==> src/rtl/einstein_pkg.sv <==
// Shared types and constants for the Einstein SD-card arbiter.
package einstein_pkg;

    localparam int unsigned NUM_DRIVES      = 2;
    localparam logic [23:0] TIMEOUT_DEFAULT = 24'd16_000_000;

    typedef enum logic [1:0] {
        IDLE   = 2'd0,
        ISSUE  = 2'd1,
        XFER   = 2'd2,
        FINISH = 2'd3
    } state_e;

    function automatic logic [NUM_DRIVES-1:0] drive_onehot(input logic drive);
        return drive ? 2'b10 : 2'b01;
    endfunction

endpackage

==> src/rtl/einstein_sd_arbiter_if.sv <==
// Drive-side and host-side signals of the SD arbiter; master is the arbiter itself.
interface einstein_sd_arbiter_if;
    import einstein_pkg::*;

    logic [NUM_DRIVES-1:0] drv_rd;
    logic [NUM_DRIVES-1:0] drv_wr;
    logic [31:0]           drv_lba0;
    logic [31:0]           drv_lba1;
    logic [7:0]            drv_buff_din0;
    logic [7:0]            drv_buff_din1;
    logic [NUM_DRIVES-1:0] drv_done;
    logic [NUM_DRIVES-1:0] drv_err;
    logic [NUM_DRIVES-1:0] drv_buff_wr;
    logic [NUM_DRIVES-1:0] drv_busy;
    logic [31:0]           sd_lba;
    logic [NUM_DRIVES-1:0] sd_rd;
    logic [NUM_DRIVES-1:0] sd_wr;
    logic                  sd_ack;
    logic [7:0]            sd_buff_din;
    logic                  sd_buff_wr;

    modport master (
        input  drv_rd, drv_wr, drv_lba0, drv_lba1, drv_buff_din0, drv_buff_din1,
        input  sd_ack, sd_buff_wr,
        output drv_done, drv_err, drv_buff_wr, drv_busy,
        output sd_lba, sd_rd, sd_wr, sd_buff_din
    );

    modport slave (
        output drv_rd, drv_wr, drv_lba0, drv_lba1, drv_buff_din0, drv_buff_din1,
        output sd_ack, sd_buff_wr,
        input  drv_done, drv_err, drv_buff_wr, drv_busy,
        input  sd_lba, sd_rd, sd_wr, sd_buff_din
    );

endinterface

==> src/rtl/einstein_sd_arbiter.sv <==
// Round-robin arbiter sharing one SD-card host port between two virtual drives,
// with a timeout on the host's first acknowledge.
module einstein_sd_arbiter
    import einstein_pkg::*;
#(
    parameter logic [23:0] TIMEOUT = TIMEOUT_DEFAULT
) (
    input  logic                 clk_sys,
    input  logic                 reset,
    einstein_sd_arbiter_if.master bus
);

    state_e                r_state, w_state_next;
    logic                  r_last, w_last_next;
    logic                  r_grant, w_grant_next;
    logic                  r_timed_out, w_timed_out_next;
    logic [23:0]           r_cnt, w_cnt_next;
    logic [31:0]           r_lba, w_lba_next;
    logic [NUM_DRIVES-1:0] r_sd_rd, w_sd_rd_next;
    logic [NUM_DRIVES-1:0] r_sd_wr, w_sd_wr_next;

    logic [NUM_DRIVES-1:0] w_req;
    logic                  w_pick;
    logic                  w_expired;
    logic [NUM_DRIVES-1:0] w_sel;

    assign w_req     = bus.drv_rd | bus.drv_wr;
    // On a tie the drive not served last wins; otherwise the lone requester.
    assign w_pick    = (&w_req) ? ~r_last : w_req[1];
    assign w_expired = (r_cnt == TIMEOUT - 24'd1);
    assign w_sel     = drive_onehot(r_grant);

    always_ff @(posedge clk_sys) begin
        if (reset) begin
            r_state     <= IDLE;
            r_last      <= 1'b1;
            r_grant     <= 1'b0;
            r_timed_out <= 1'b0;
            r_cnt       <= 24'd0;
            r_lba       <= 32'd0;
            r_sd_rd     <= '0;
            r_sd_wr     <= '0;
        end else begin
            r_state     <= w_state_next;
            r_last      <= w_last_next;
            r_grant     <= w_grant_next;
            r_timed_out <= w_timed_out_next;
            r_cnt       <= w_cnt_next;
            r_lba       <= w_lba_next;
            r_sd_rd     <= w_sd_rd_next;
            r_sd_wr     <= w_sd_wr_next;
        end
    end

    always_comb begin
        w_state_next     = r_state;
        w_last_next      = r_last;
        w_grant_next     = r_grant;
        w_timed_out_next = r_timed_out;
        w_cnt_next       = r_cnt;
        w_lba_next       = r_lba;
        w_sd_rd_next     = r_sd_rd;
        w_sd_wr_next     = r_sd_wr;
        case (r_state)
            IDLE: begin
                if (|w_req) begin
                    w_grant_next     = w_pick;
                    w_lba_next       = w_pick ? bus.drv_lba1 : bus.drv_lba0;
                    w_cnt_next       = 24'd0;
                    w_timed_out_next = 1'b0;
                    if (bus.drv_rd[w_pick]) begin
                        w_sd_rd_next = drive_onehot(w_pick);
                    end else begin
                        w_sd_wr_next = drive_onehot(w_pick);
                    end
                    w_state_next = ISSUE;
                end
            end
            ISSUE: begin
                if (bus.sd_ack) begin
                    w_sd_rd_next = '0;
                    w_sd_wr_next = '0;
                    w_state_next = XFER;
                end else if (w_expired) begin
                    w_sd_rd_next     = '0;
                    w_sd_wr_next     = '0;
                    w_timed_out_next = 1'b1;
                    w_state_next     = FINISH;
                end else if (r_cnt != '1) begin
                    w_cnt_next = r_cnt + 24'd1;
                end
            end
            XFER: begin
                // Entry required sd_ack high, so a low level here is its falling edge.
                if (!bus.sd_ack) begin
                    w_state_next = FINISH;
                end
            end
            FINISH: begin
                w_last_next  = r_grant;
                w_state_next = IDLE;
            end
            default: w_state_next = IDLE;
        endcase
    end

    assign bus.sd_rd       = r_sd_rd;
    assign bus.sd_wr       = r_sd_wr;
    assign bus.sd_lba      = r_lba;
    assign bus.drv_busy    = (r_state != IDLE) ? w_sel : '0;
    assign bus.drv_done    = (r_state == FINISH && !r_timed_out) ? w_sel : '0;
    assign bus.drv_err     = (r_state == FINISH && r_timed_out) ? w_sel : '0;
    assign bus.drv_buff_wr = (r_state == XFER && bus.sd_buff_wr) ? w_sel : '0;
    assign bus.sd_buff_din = (r_state == IDLE) ? 8'h00
                           : (r_grant ? bus.drv_buff_din1 : bus.drv_buff_din0);

endmodule
==> src/flat_wrapper.sv <==
// flat-port wrapper written by rule: the top's interface ports become plain ports
module einstein_sd_arbiter_flat import einstein_pkg::*;
#(
    parameter logic [23:0] TIMEOUT = TIMEOUT_DEFAULT
)
  (clk_sys, reset, bus_drv_rd, bus_drv_wr, bus_drv_lba0, bus_drv_lba1, bus_drv_buff_din0, bus_drv_buff_din1, bus_sd_ack, bus_sd_buff_wr, bus_drv_done, bus_drv_err, bus_drv_buff_wr, bus_drv_busy, bus_sd_lba, bus_sd_rd, bus_sd_wr, bus_sd_buff_din);
  einstein_sd_arbiter_if bus_i ();
  input  logic clk_sys;
  input  logic reset;
  input wire logic [$bits(bus_i.drv_rd)-1:0] bus_drv_rd;
  input wire logic [$bits(bus_i.drv_wr)-1:0] bus_drv_wr;
  input wire logic [$bits(bus_i.drv_lba0)-1:0] bus_drv_lba0;
  input wire logic [$bits(bus_i.drv_lba1)-1:0] bus_drv_lba1;
  input wire logic [$bits(bus_i.drv_buff_din0)-1:0] bus_drv_buff_din0;
  input wire logic [$bits(bus_i.drv_buff_din1)-1:0] bus_drv_buff_din1;
  input wire logic [$bits(bus_i.sd_ack)-1:0] bus_sd_ack;
  input wire logic [$bits(bus_i.sd_buff_wr)-1:0] bus_sd_buff_wr;
  output wire logic [$bits(bus_i.drv_done)-1:0] bus_drv_done;
  output wire logic [$bits(bus_i.drv_err)-1:0] bus_drv_err;
  output wire logic [$bits(bus_i.drv_buff_wr)-1:0] bus_drv_buff_wr;
  output wire logic [$bits(bus_i.drv_busy)-1:0] bus_drv_busy;
  output wire logic [$bits(bus_i.sd_lba)-1:0] bus_sd_lba;
  output wire logic [$bits(bus_i.sd_rd)-1:0] bus_sd_rd;
  output wire logic [$bits(bus_i.sd_wr)-1:0] bus_sd_wr;
  output wire logic [$bits(bus_i.sd_buff_din)-1:0] bus_sd_buff_din;
  assign bus_i.drv_rd = bus_drv_rd;
  assign bus_i.drv_wr = bus_drv_wr;
  assign bus_i.drv_lba0 = bus_drv_lba0;
  assign bus_i.drv_lba1 = bus_drv_lba1;
  assign bus_i.drv_buff_din0 = bus_drv_buff_din0;
  assign bus_i.drv_buff_din1 = bus_drv_buff_din1;
  assign bus_i.sd_ack = bus_sd_ack;
  assign bus_i.sd_buff_wr = bus_sd_buff_wr;
  assign bus_drv_done = bus_i.drv_done;
  assign bus_drv_err = bus_i.drv_err;
  assign bus_drv_buff_wr = bus_i.drv_buff_wr;
  assign bus_drv_busy = bus_i.drv_busy;
  assign bus_sd_lba = bus_i.sd_lba;
  assign bus_sd_rd = bus_i.sd_rd;
  assign bus_sd_wr = bus_i.sd_wr;
  assign bus_sd_buff_din = bus_i.sd_buff_din;
  einstein_sd_arbiter #(.TIMEOUT(TIMEOUT)) u_core (.clk_sys(clk_sys), .reset(reset), .bus(bus_i));
endmodule
==> config.mk <==
export PLATFORM = sky130hd
export DESIGN_NAME = einstein_sd_arbiter_flat
export DESIGN_NICKNAME = d
export VERILOG_FILES = /design/src/rtl/einstein_pkg.sv /design/src/rtl/einstein_sd_arbiter_if.sv /design/src/rtl/einstein_sd_arbiter.sv /design/src/flat_wrapper.sv
export SDC_FILE = /design/constraint.sdc
export NUM_CORES = 1
export LEC_CHECK = 0
export ABC_AREA = 1
export BUFFER_PORTS_ARGS = -buffer_cell sky130_fd_sc_hd__buf_2
export CAP_MARGIN = 20
export CORE_ASPECT_RATIO = 0.6
export CORE_MARGIN = 1.5
export CORE_UTILIZATION = 48
export DETAILED_ROUTE_END_ITERATION = 10
export MAX_ROUTING_LAYER = met4
export PLACE_DENSITY_LB_ADDON = 0.25
export SLEW_MARGIN = 10
export SYNTH_ARGS = -nofsm -noshare
export SYNTH_HDL_FRONTEND = slang
export SYNTH_SLANG_ARGS = --single-unit
==> constraint.sdc <==
create_clock -name clk_sys -period 3.19 [get_ports clk_sys]
set_clock_uncertainty 0.15 [all_clocks]
set_input_delay 0.957 -clock clk_sys [delete_from_list [all_inputs] [get_ports clk_sys]]
set_output_delay 0.957 -clock clk_sys [all_outputs]
set_load 0.03 [all_outputs]
==> results by group, run 1 <==
Outcome
  • Status: finished, final reports clean

Clocking
  • Post-CTS setup buffer count: 0
  • Clock transition at the registers of the reported paths: 0.05 ns
  • CTS hold repair buffers: 0
  • CTS Buf Count: 9
  • Resize count post-CTS: 0
  • # H-tree levels: 3
  • CTS tree: done
  • Clk sinks: 65
  • Clk_lat worst skew: 0.32 ns
  • CTS root buf: clkbuf_16
  • Clock Path Buffers: 2

Yosys
  • Syn Nets: 737
  • Netlist Area Pre-Place: 3890 µm²
  • Mean Syn Cell Area: 6.04 µm²
  • Register area share after synthesis: 33.4%
  • Synth Instances: 644
  • Post-synth top area share: 33.4%
  • Main synth FF type: dfxtp_1
  • Area leader, netlist: dfxtp_1
  • Number of synthesized flops with an enable pin: 0
  • Most common cell in the netlist: nand2_1
  • Commonest cells in the netlist: 150 x nand2_1, 146 x nor2_1, 65 x dfxtp_1
  • Seq cells post-synth: 65
  • Largest cells by area after synthesis: dfxtp_1 33%, nand2_1 14%, nor2_1 14%, a21oi_1 7.2%, o21ai_0 5.9%
  • Ys async rst share: 0%
  • YS warnings: 0
  • Unique masters post-synth: 31

Final layout
  • Final core area utilization: 62.8%
  • FF/Latch Area: 1300 µm²
  • Total Nets Final: 861
  • # fillers: 743
  • # diodes: 0
  • Share of layout cells above drive strength 1: 22.6%
  • Non-filler cells, final: 881
  • Area grow syn2layout: 26.8%
  • Area of the multi-input gates: 2220 µm²

Route
  • Vias per inst: 5.16
  • Final WL: 11.1 mm
  • Initial DRC count: 278
  • Vias: 4547
  • Antenna viol nets, final: 0
  • First-pass detailed-route iteration total: 6
  • Post-DR wirelength/cell: 12.6 µm
  • Residual DRC: 0

Timing
  • Period utilization: 93.2%
  • Max-slew violation count: 0
  • Slew @ Worst Pin: 0.808 ns
  • RSZ-0062 raised after global routing: no
  • Crit path time final: 2.97 ns
  • Final setup fails: 0
  • Final Hold Fails: 0
  • Final TNS setup: 0 ns
  • Max_slew headroom: 46.1%
  • F_max: 0.336 GHz

GRT
  • GRT Total Usage: 26.2%
  • Global-route wire length before repair: 17.8 mm
  • Total grt overflow: 0
  • Vias in the first global route: 3948
  • Largest net degree at the start of global routing: 65
  • Initial antenna violation count: 0

Worst setup path
  • CP arrival: 1.87 ns
  • End of the critical path: bus_sd_buff_din[0]
  • R2r startpoint: u_core.r_state[1]$_SDFFE_PP0P_
  • Critical R2R Capture: u_core.r_cnt[1]$_SDFFE_PP0P_
  • Critical path data required time: 2.08 ns
  • Critical path capture point type: primary output
  • Setup slack, reg-to-reg: 0.76 ns
  • Critical Path Start Type: register
  • Critical Path Start: u_core.r_state[0]$_SDFFE_PP0P_
  • Worst r2r path cells: 11
  • WS Path Type: reg2out
  • Worst-path maximum fanout: 9

Pwr
  • Comb pwr share: 47.8%
  • Sequential power share: 28.0%
  • Peak supply drop: 0.462 mV
  • P_leak: 0.00235 µW
  • Clock power frac: 24.2%
  • P_int: 2270 µW
  • P_sw: 1860 µW
  • P per Cell Area: 838 nW/µm²
  • Net Sw Frac: 45.0%

Floorplan
  • Chip Width: 119 µm
  • Die H: 72.7 µm
  • Boundary Pins: 140
  • CORE AREA: 7850 µm²
  • Die area: 8670 µm²
  • Initial Util: 49.6%
  • Site Rows: 25

Placement
  • IO buf count: 139
  • Inst Count DP: 865
  • Post-DP HPWL: 8.08 mm
  • GPL Wtd Cong: 0.932

Job
  • Max_cap viols: 0

Worst hold path
  • HP Class: reg2reg
worst max-delay path, cell delays in order, from the launching register on:
cell	delay, ns
dfxtp_1	0.40
inv_1	0.10
ha_1	0.32
nor2_2	0.33
a22o_1	0.21
buf_2	0.19
cell type report:
cell class	count	area share, %
clock buffer	14	5.56
multi-input combinational	489	45.1
timing repair buffer	143	15.0
sequential	65	26.4
tap	108	2.74
inverter	60	4.57
clock inverter	2	0.710
per-layer routing:
metal / up-vias / GRT usage (%) / share of wire, %
li1: 2307 / - / -
met1: 2014 / 33.2 / 45
met2: 207 / 41.8 / 44
met3: 19 / 7.66 / 9.9
met4: 0 / 6.16 / 0.83
met5: - / - / 0
power by group through the flow:
stage / clock [µW] / combinational, µW / sequential (µW)
after global routing: 1060 / 2190 / 1180
final: 1000 / 1970 / 1160
after detailed placement: 0 / 1950 / 1170
after CTS: 1020 / 1960 / 1150
after global placement: 0 / 1900 / 1160
after floorplan: 0 / 1200 / 1450
flip-flops by register name (all words and copies together), names as in the netlist:
register / flops
u_core.bus.sd_lba: 32
u_core.bus.sd_rd: 2
u_core.bus.sd_wr: 2
u_core.r_cnt: 24
u_core.r_grant: 1
u_core.r_last: 1
u_core.r_state: 2
u_core.r_timed_out: 1
layout by cell type (no fill, tap or decap), types with 2 or more instances in the layout:
cell	instances
a21oi_1	56
a22o_1	8
buf_2	139
buf_4	3
clkbuf_1	2
clkbuf_16	9
clkbuf_8	3
dfxtp_1	65
ha_1	5
inv_1	55
inv_2	4
nand2_1	150
nand2_2	4
nand3_1	43
nand4_1	11
nor2_1	144
nor2_2	5
nor3_1	5
nor3b_1	2
o21ai_0	46
kinds of logic (layout without fill, tap and decap cells):
kind of cell,Yosys count,after routing,share of synthesized area (%)
simple gates,371,371,39.8
fa+ha+maj,5,5,1.61
flops,65,65,33.4
compound gates,111,111,15.1
buf+inv,90,219,9.55
xor+xnor,2,2,0.450
per-stage QoR:
| stage | setup WS, ns | hold WS [ns] | power [µW] | instance area, µm² |
|---|---|---|---|---|
| floorplan | 0.237 | 0.273 | 2650 | 3890 |
| global placement | 0.606 | 0.299 | 3060 | 4620 |
| detailed placement | 0.410 | 0.303 | 3120 | 4620 |
| CTS | 0.0618 | 0.311 | 4140 | 4930 |
| global route | 0.131 | 0.327 | 4420 | 4930 |
| finish | 0.218 | 0.310 | 4130 | 4930 |
worst min path at each step:
stage | startpoint | endpoint | slack, ns | cells after the start
2_1_floorplan | u_core.r_last$_SDFFE_PP1N_ | u_core.r_last$_SDFFE_PP1N_ | 0.27 | 2
3_3_place_gp | u_core.bus.sd_lba[13]$_SDFFE_PP0P_ | u_core.bus.sd_lba[13]$_SDFFE_PP0P_ | 0.30 | 2
3_5_place_dp | u_core.bus.sd_lba[4]$_SDFFE_PP0P_ | u_core.bus.sd_lba[4]$_SDFFE_PP0P_ | 0.30 | 2
4_1_cts | u_core.bus.sd_lba[4]$_SDFFE_PP0P_ | u_core.bus.sd_lba[4]$_SDFFE_PP0P_ | 0.31 | 2
5_1_grt | u_core.bus.sd_lba[1]$_SDFFE_PP0P_ | u_core.bus.sd_lba[1]$_SDFFE_PP0P_ | 0.33 | 2
6_report | u_core.bus.sd_lba[4]$_SDFFE_PP0P_ | u_core.bus.sd_lba[4]$_SDFFE_PP0P_ | 0.31 | 2
(Power assumes the default switching activity.)
==> run 2: changes to the inputs <==
--- a/config.mk
+++ b/config.mk
@@ -14,6 +14,7 @@
 export DETAILED_ROUTE_END_ITERATION = 10
 export MAX_ROUTING_LAYER = met4
 export PLACE_DENSITY_LB_ADDON = 0.25
+export RECOVER_POWER = 100
 export SLEW_MARGIN = 10
 export SYNTH_ARGS = -nofsm -noshare
 export SYNTH_HDL_FRONTEND = slang
==> results by group, run 2 (synthesis results as in run 1) <==
Route
  • Vias per inst: 5.18
  • Final WL: 11.2 mm
  • Initial DRC count: 244
  • Antenna viol nets, final: 0
  • Residual DRC: 0
  • Vias: 4563
  • Post-DR wirelength/cell: 12.7 µm
  • First-pass detailed-route iteration total: 5

Worst setup path
  • CP arrival: 1.87 ns
  • Critical path data required time: 2.08 ns
  • Critical path capture point type: primary output
  • WS Path Type: reg2out
  • Critical Path Start Type: register
  • Worst-path maximum fanout: 9

Timing
  • F_max: 0.336 GHz
  • Final TNS setup: 0 ns
  • Slew @ Worst Pin: 0.898 ns
  • Final setup fails: 0
  • Period utilization: 93.3%
  • Max-slew violation count: 0
  • Setup ws final: 0.214 ns
  • Max_slew headroom: 40.0%
  • Crit path time final: 2.98 ns
  • RSZ-0062 raised after global routing: no
  • WHS: 0.314 ns
  • Final Hold Fails: 0

GRT
  • Vias in the first global route: 3948
  • Total grt overflow: 0
  • Initial antenna violation count: 0
  • Largest net degree at the start of global routing: 65
  • GRT Total Usage: 26.2%
  • Global-route wire length before repair: 17.8 mm

Clocking
  • Post-CTS setup buffer count: 0
  • CTS Buf Count: 9
  • Clock transition at the registers of the reported paths: 0.05 ns
  • Clk_lat worst skew: 0.32 ns
  • # H-tree levels: 3
  • CTS root buf: clkbuf_16
  • CTS tree: done
  • Clk sinks: 65
  • Clock Path Buffers: 2

Worst hold path
  • HP Class: reg2reg

Placement
  • Post-DP HPWL: 8.08 mm
  • Pre-CTS setup slack: 0.410 ns
  • IO buf count: 139
  • GPL Wtd Cong: 0.932

Final layout
  • Final core area utilization: 61.7%
  • Share of layout cells above drive strength 1: 16.2%
  • Total Nets Final: 861
  • Most frequent cells in the layout: 153 x nand2_1, 145 x nor2_1, 86 x buf_2
  • Area grow syn2layout: 24.5%
  • Max reg flops: 32
  • Commonest non-fill, non-tap cell in the layout: nand2_1
  • # diodes: 0

Floorplan
  • Die H: 72.7 µm
  • Site Rows: 25
  • Boundary Pins: 140
  • Die area: 8670 µm²
  • Chip Width: 119 µm
  • Initial Util: 49.6%
  • CORE AREA: 7850 µm²

Pwr
  • P per Cell Area: 840 nW/µm²
  • P_leak: 0.00217 µW
  • Peak supply drop: 0.460 mV

Outcome
  • Status: finished, final reports clean

Job
  • Max_cap viols: 0
[run 2: cell count changes in the layout (fill, tap and decap cells not counted), sizes merged]
cell,change
buf,-54
clkbuf,+54
[run 2: repair_timing]
action / in CTS / in global routing
setup endpoints to repair: 0 / 8
hold buffers: 0 / 0
gates resized for setup: 0 / 2
[run 2: power breakdown]
part	leakage [µW]	internal, µW	switching, µW	total [µW]
combinational	0.00149	526	1380	1900
sequential	0.000534	1020	140	1160
clock	0.000153	668	338	1010
[run 2: critical path, stage by stage (launching register included)]
cell and delay, ns:
dfxtp_1 0.40, inv_1 0.10, ha_1 0.32, nor2_2 0.33, a22o_1 0.21, clkbuf_2 0.20
[run 2: path summary, 6_finish.rpt]
| check | from | depth (start not counted) | slack (ns) | to |
|---|---|---|---|---|
| setup / recovery | u_core.r_state[0]$_SDFFE_PP0P_ | 5 | 0.21 | bus_sd_buff_din[0] |
| hold / removal | u_core.bus.sd_lba[4]$_SDFFE_PP0P_ | 2 | 0.31 | u_core.bus.sd_lba[4]$_SDFFE_PP0P_ |
| setup reg to reg | u_core.r_cnt[0]$_SDFFE_PP0P_ | 9 | 0.31 | u_core.r_cnt[8]$_SDFFE_PP0P_ |
| hold reg to reg | u_core.bus.sd_lba[4]$_SDFFE_PP0P_ | 2 | 0.31 | u_core.bus.sd_lba[4]$_SDFFE_PP0P_ |
[run 2: per-layer routing]
metal / wire (µm) / global-route usage, %
met1: 5000 / 33.2
met2: 5050 / 41.8
met3: 1100 / 7.66
met4: 49 / 6.16
met5: 0 / -
[run 2: through the flow]
step / area [µm²] / std cells / power, µW
after detailed placement: 4620 / 865 / 3120
after global placement: 4620 / 865 / 3060
after global routing: 4840 / 881 / 4360
after floorplan: 3890 / 644 / 2650
after CTS: 4930 / 881 / 4140
final: 4840 / 881 / 4070
[run 2: cell type report]
cell class | count | area, µm²
clock buffers | 14 | 274
clock inverters | 2 | 35.0
fillers | 778 | 3010
inverters | 60 | 225
multi-input cells | 489 | 2190
flip-flops and latches | 65 | 1300
well taps | 108 | 135
repair buffers | 143 | 679
==> run 3: changes to the inputs <==
--- a/config.mk
+++ b/config.mk
@@ -12,9 +12,11 @@
 export CORE_MARGIN = 1.5
 export CORE_UTILIZATION = 48
 export DETAILED_ROUTE_END_ITERATION = 10
+export GPL_TIMING_DRIVEN = 0
 export MAX_ROUTING_LAYER = met4
 export PLACE_DENSITY_LB_ADDON = 0.25
 export RECOVER_POWER = 100
+export SKIP_LAST_GASP = 1
 export SLEW_MARGIN = 10
 export SYNTH_ARGS = -nofsm -noshare
 export SYNTH_HDL_FRONTEND = slang
==> constraint.sdc (replaced) <==
create_clock -name clk_sys -period 3.74 [get_ports clk_sys]
set_clock_uncertainty 0.15 [all_clocks]
set_input_delay 1.122 -clock clk_sys [delete_from_list [all_inputs] [get_ports clk_sys]]
set_output_delay 1.122 -clock clk_sys [all_outputs]
set_load 0.03 [all_outputs]
==> results by group, run 3 (synthesis results as in run 1) <==
Timing
  • Final setup fails: 0
  • Crit path time final: 3.46 ns
  • Period utilization: 92.5%
  • Max-slew violation count: 0
  • Setup ws final: 0.280 ns
  • Final TNS setup: 0 ns
  • RSZ-0062 raised after global routing: no
  • F_max: 0.289 GHz
  • Max_slew headroom: 60.8%
  • Slew @ Worst Pin: 0.587 ns
  • Final Hold Fails: 0

Final layout
  • Share of layout cells above drive strength 1: 13.9%
  • Total Nets Final: 887
  • Commonest non-fill, non-tap cell in the layout: nand2_1
  • Fin area: 4860 µm²
  • Area grow syn2layout: 25.0%
  • Most frequent cells in the layout: 154 x nand2_1, 147 x nor2_1, 87 x buf_2
  • Max reg flops: 32
  • # fillers: 785
  • Final core area utilization: 61.9%
  • # diodes: 0
  • Non-filler cells, final: 906

Clocking
  • Clk sinks: 65
  • # H-tree levels: 3
  • CTS root buf: clkbuf_16
  • CTS Buf Count: 9
  • Post-CTS setup buffer count: 0
  • CTS hold repair buffers: 0
  • Clock Path Buffers: 2
  • Resize count post-CTS: 0
  • Clk_lat worst skew: 0.33 ns
  • Clock transition at the registers of the reported paths: 0.06 ns
  • CTS tree: done

Worst setup path
  • End of the critical path: bus_sd_buff_din[5]
  • Worst-path maximum fanout: 9
  • Top delay family on crit path: buffers and inverters
  • Worst r2r path cells: 10
  • Critical path capture point type: primary output
  • CP max-delay cell: nor2_1
  • Buf/Inv on CP: 3
  • WS Path Type: reg2out
  • Critical Path Start: u_core.r_state[0]$_SDFFE_PP0P_
  • R2r startpoint: u_core.r_cnt[0]$_SDFFE_PP0P_
  • Cell Chain, Critical Path: inv_1, ha_1, buf_4, nor2_1, a22o_1, clkbuf_1
  • Critical R2R Capture: u_core.r_cnt[12]$_SDFFE_PP0P_
  • Critical Path Start Type: register
  • Critical path data required time: 2.47 ns
  • CP arrival: 2.19 ns
  • CP max stage delay: 0.47 ns
  • Setup slack, reg-to-reg: 0.90 ns
  • Logic depth of the worst path, buffers included: 6

Placement
  • DP Area: 4720 µm²
  • Post-DP HPWL: 9.12 mm
  • GPL Wtd Cong: 0.933
  • Inst Count DP: 891
  • IO buf count: 139
  • Pre-CTS setup slack: 0.776 ns

GRT
  • GRT Total Usage: 27.9%
  • Vias in the first global route: 3926
  • Global-route wire length before repair: 18.6 mm
  • Initial antenna violation count: 0
  • Total grt overflow: 0
  • Largest net degree at the start of global routing: 11

Route
  • Post-DR wirelength/cell: 13.0 µm
  • Residual DRC: 0
  • Antenna viol nets, final: 0
  • Initial DRC count: 440
  • Final WL: 11.8 mm
  • Vias per inst: 5.10
  • First-pass detailed-route iteration total: 4
  • Vias: 4624

Floorplan
  • Die area: 8670 µm²
  • CORE AREA: 7850 µm²
  • Site Rows: 25
  • Chip Width: 119 µm
  • Initial Util: 49.6%
  • Boundary Pins: 140
  • Die H: 72.7 µm

Outcome
  • Status: finished, final reports clean

Pwr
  • Sequential power share: 28.8%
  • P_leak: 0.00214 µW
  • P per Cell Area: 702 nW/µm²
  • Clock power frac: 22.3%
  • P_sw: 1630 µW
  • P_int: 1780 µW
  • Net Sw Frac: 47.9%
  • Peak supply drop: 0.363 mV
  • Comb pwr share: 48.9%

Worst hold path
  • HP Class: reg2reg

Job
  • Max_cap viols: 0
## run 3: cell count changes in the layout (fill, tap and decap cells not counted), sizes merged
| cell | before | now |
|---|---|---|
| clkinv | 2 | 3 |
| clkbuf | 68 | 90 |
| buf | 89 | 91 |
| clkinvlp | 0 | 1 |
| bufinv | 1 | 0 |
## run 3: per-stage QoR
step	total power (µW)	hold WS, ns
finish	3410	0.314
detailed placement	2750	0.307
global route	3650	0.327
global placement	2700	0.300
floorplan	2260	0.273
CTS	3510	0.313
## run 3: worst min-delay path: stages (launching register included)
cell     delay (ns)
dfxtp_1        0.31
nand2_1        0.06
a21oi_1        0.05
## run 3: final cells by class
class | count | area, µm² | area share (%)
buffer | 30 | 126 | 2.60
clock inverter | 3 | 17.5 | 0.360
multi-input combinational | 489 | 2180 | 44.9
inverter | 60 | 225 | 4.63
timing repair buffer | 139 | 628 | 12.9
tap | 108 | 135 | 2.78
clock buffer | 12 | 246 | 5.07
sequential | 65 | 1300 | 26.8
## run 3: per-layer routing
| layer | GRT usage (%) | wire length [µm] | up-vias |
|---|---|---|---|
| met2 | 41.6 | 5180 | 188 |
| met1 | 38.7 | 5600 | 2073 |
| met4 | 3.61 | 74 | 0 |
| met3 | 8.05 | 967 | 9 |
| li1 | - | - | 2354 |
| met5 | - | 0 | - |
## run 3: worst min-delay path by stage
stage / cells after the start / end / slack [ns] / from
after floorplan: 2 / u_core.r_last$_SDFFE_PP1N_ / 0.27 / u_core.r_last$_SDFFE_PP1N_
after global placement: 2 / u_core.bus.sd_lba[26]$_SDFFE_PP0P_ / 0.30 / u_core.bus.sd_lba[26]$_SDFFE_PP0P_
after detailed placement: 2 / u_core.bus.sd_lba[19]$_SDFFE_PP0P_ / 0.31 / u_core.bus.sd_lba[19]$_SDFFE_PP0P_
after CTS: 2 / u_core.bus.sd_lba[26]$_SDFFE_PP0P_ / 0.31 / u_core.bus.sd_lba[26]$_SDFFE_PP0P_
after global routing: 2 / u_core.bus.sd_lba[19]$_SDFFE_PP0P_ / 0.33 / u_core.bus.sd_lba[19]$_SDFFE_PP0P_
final: 2 / u_core.bus.sd_lba[26]$_SDFFE_PP0P_ / 0.31 / u_core.bus.sd_lba[26]$_SDFFE_PP0P_
## run 3: power groups by stage
stage / Combinational [µW] / Clock [µW] / Sequential, µW
after floorplan: 1020 / 0 / 1230
after global placement: 1720 / 0 / 978
after detailed placement: 1760 / 0 / 988
after CTS: 1770 / 770 / 978
after global routing: 1850 / 801 / 1000
final: 1670 / 762 / 983
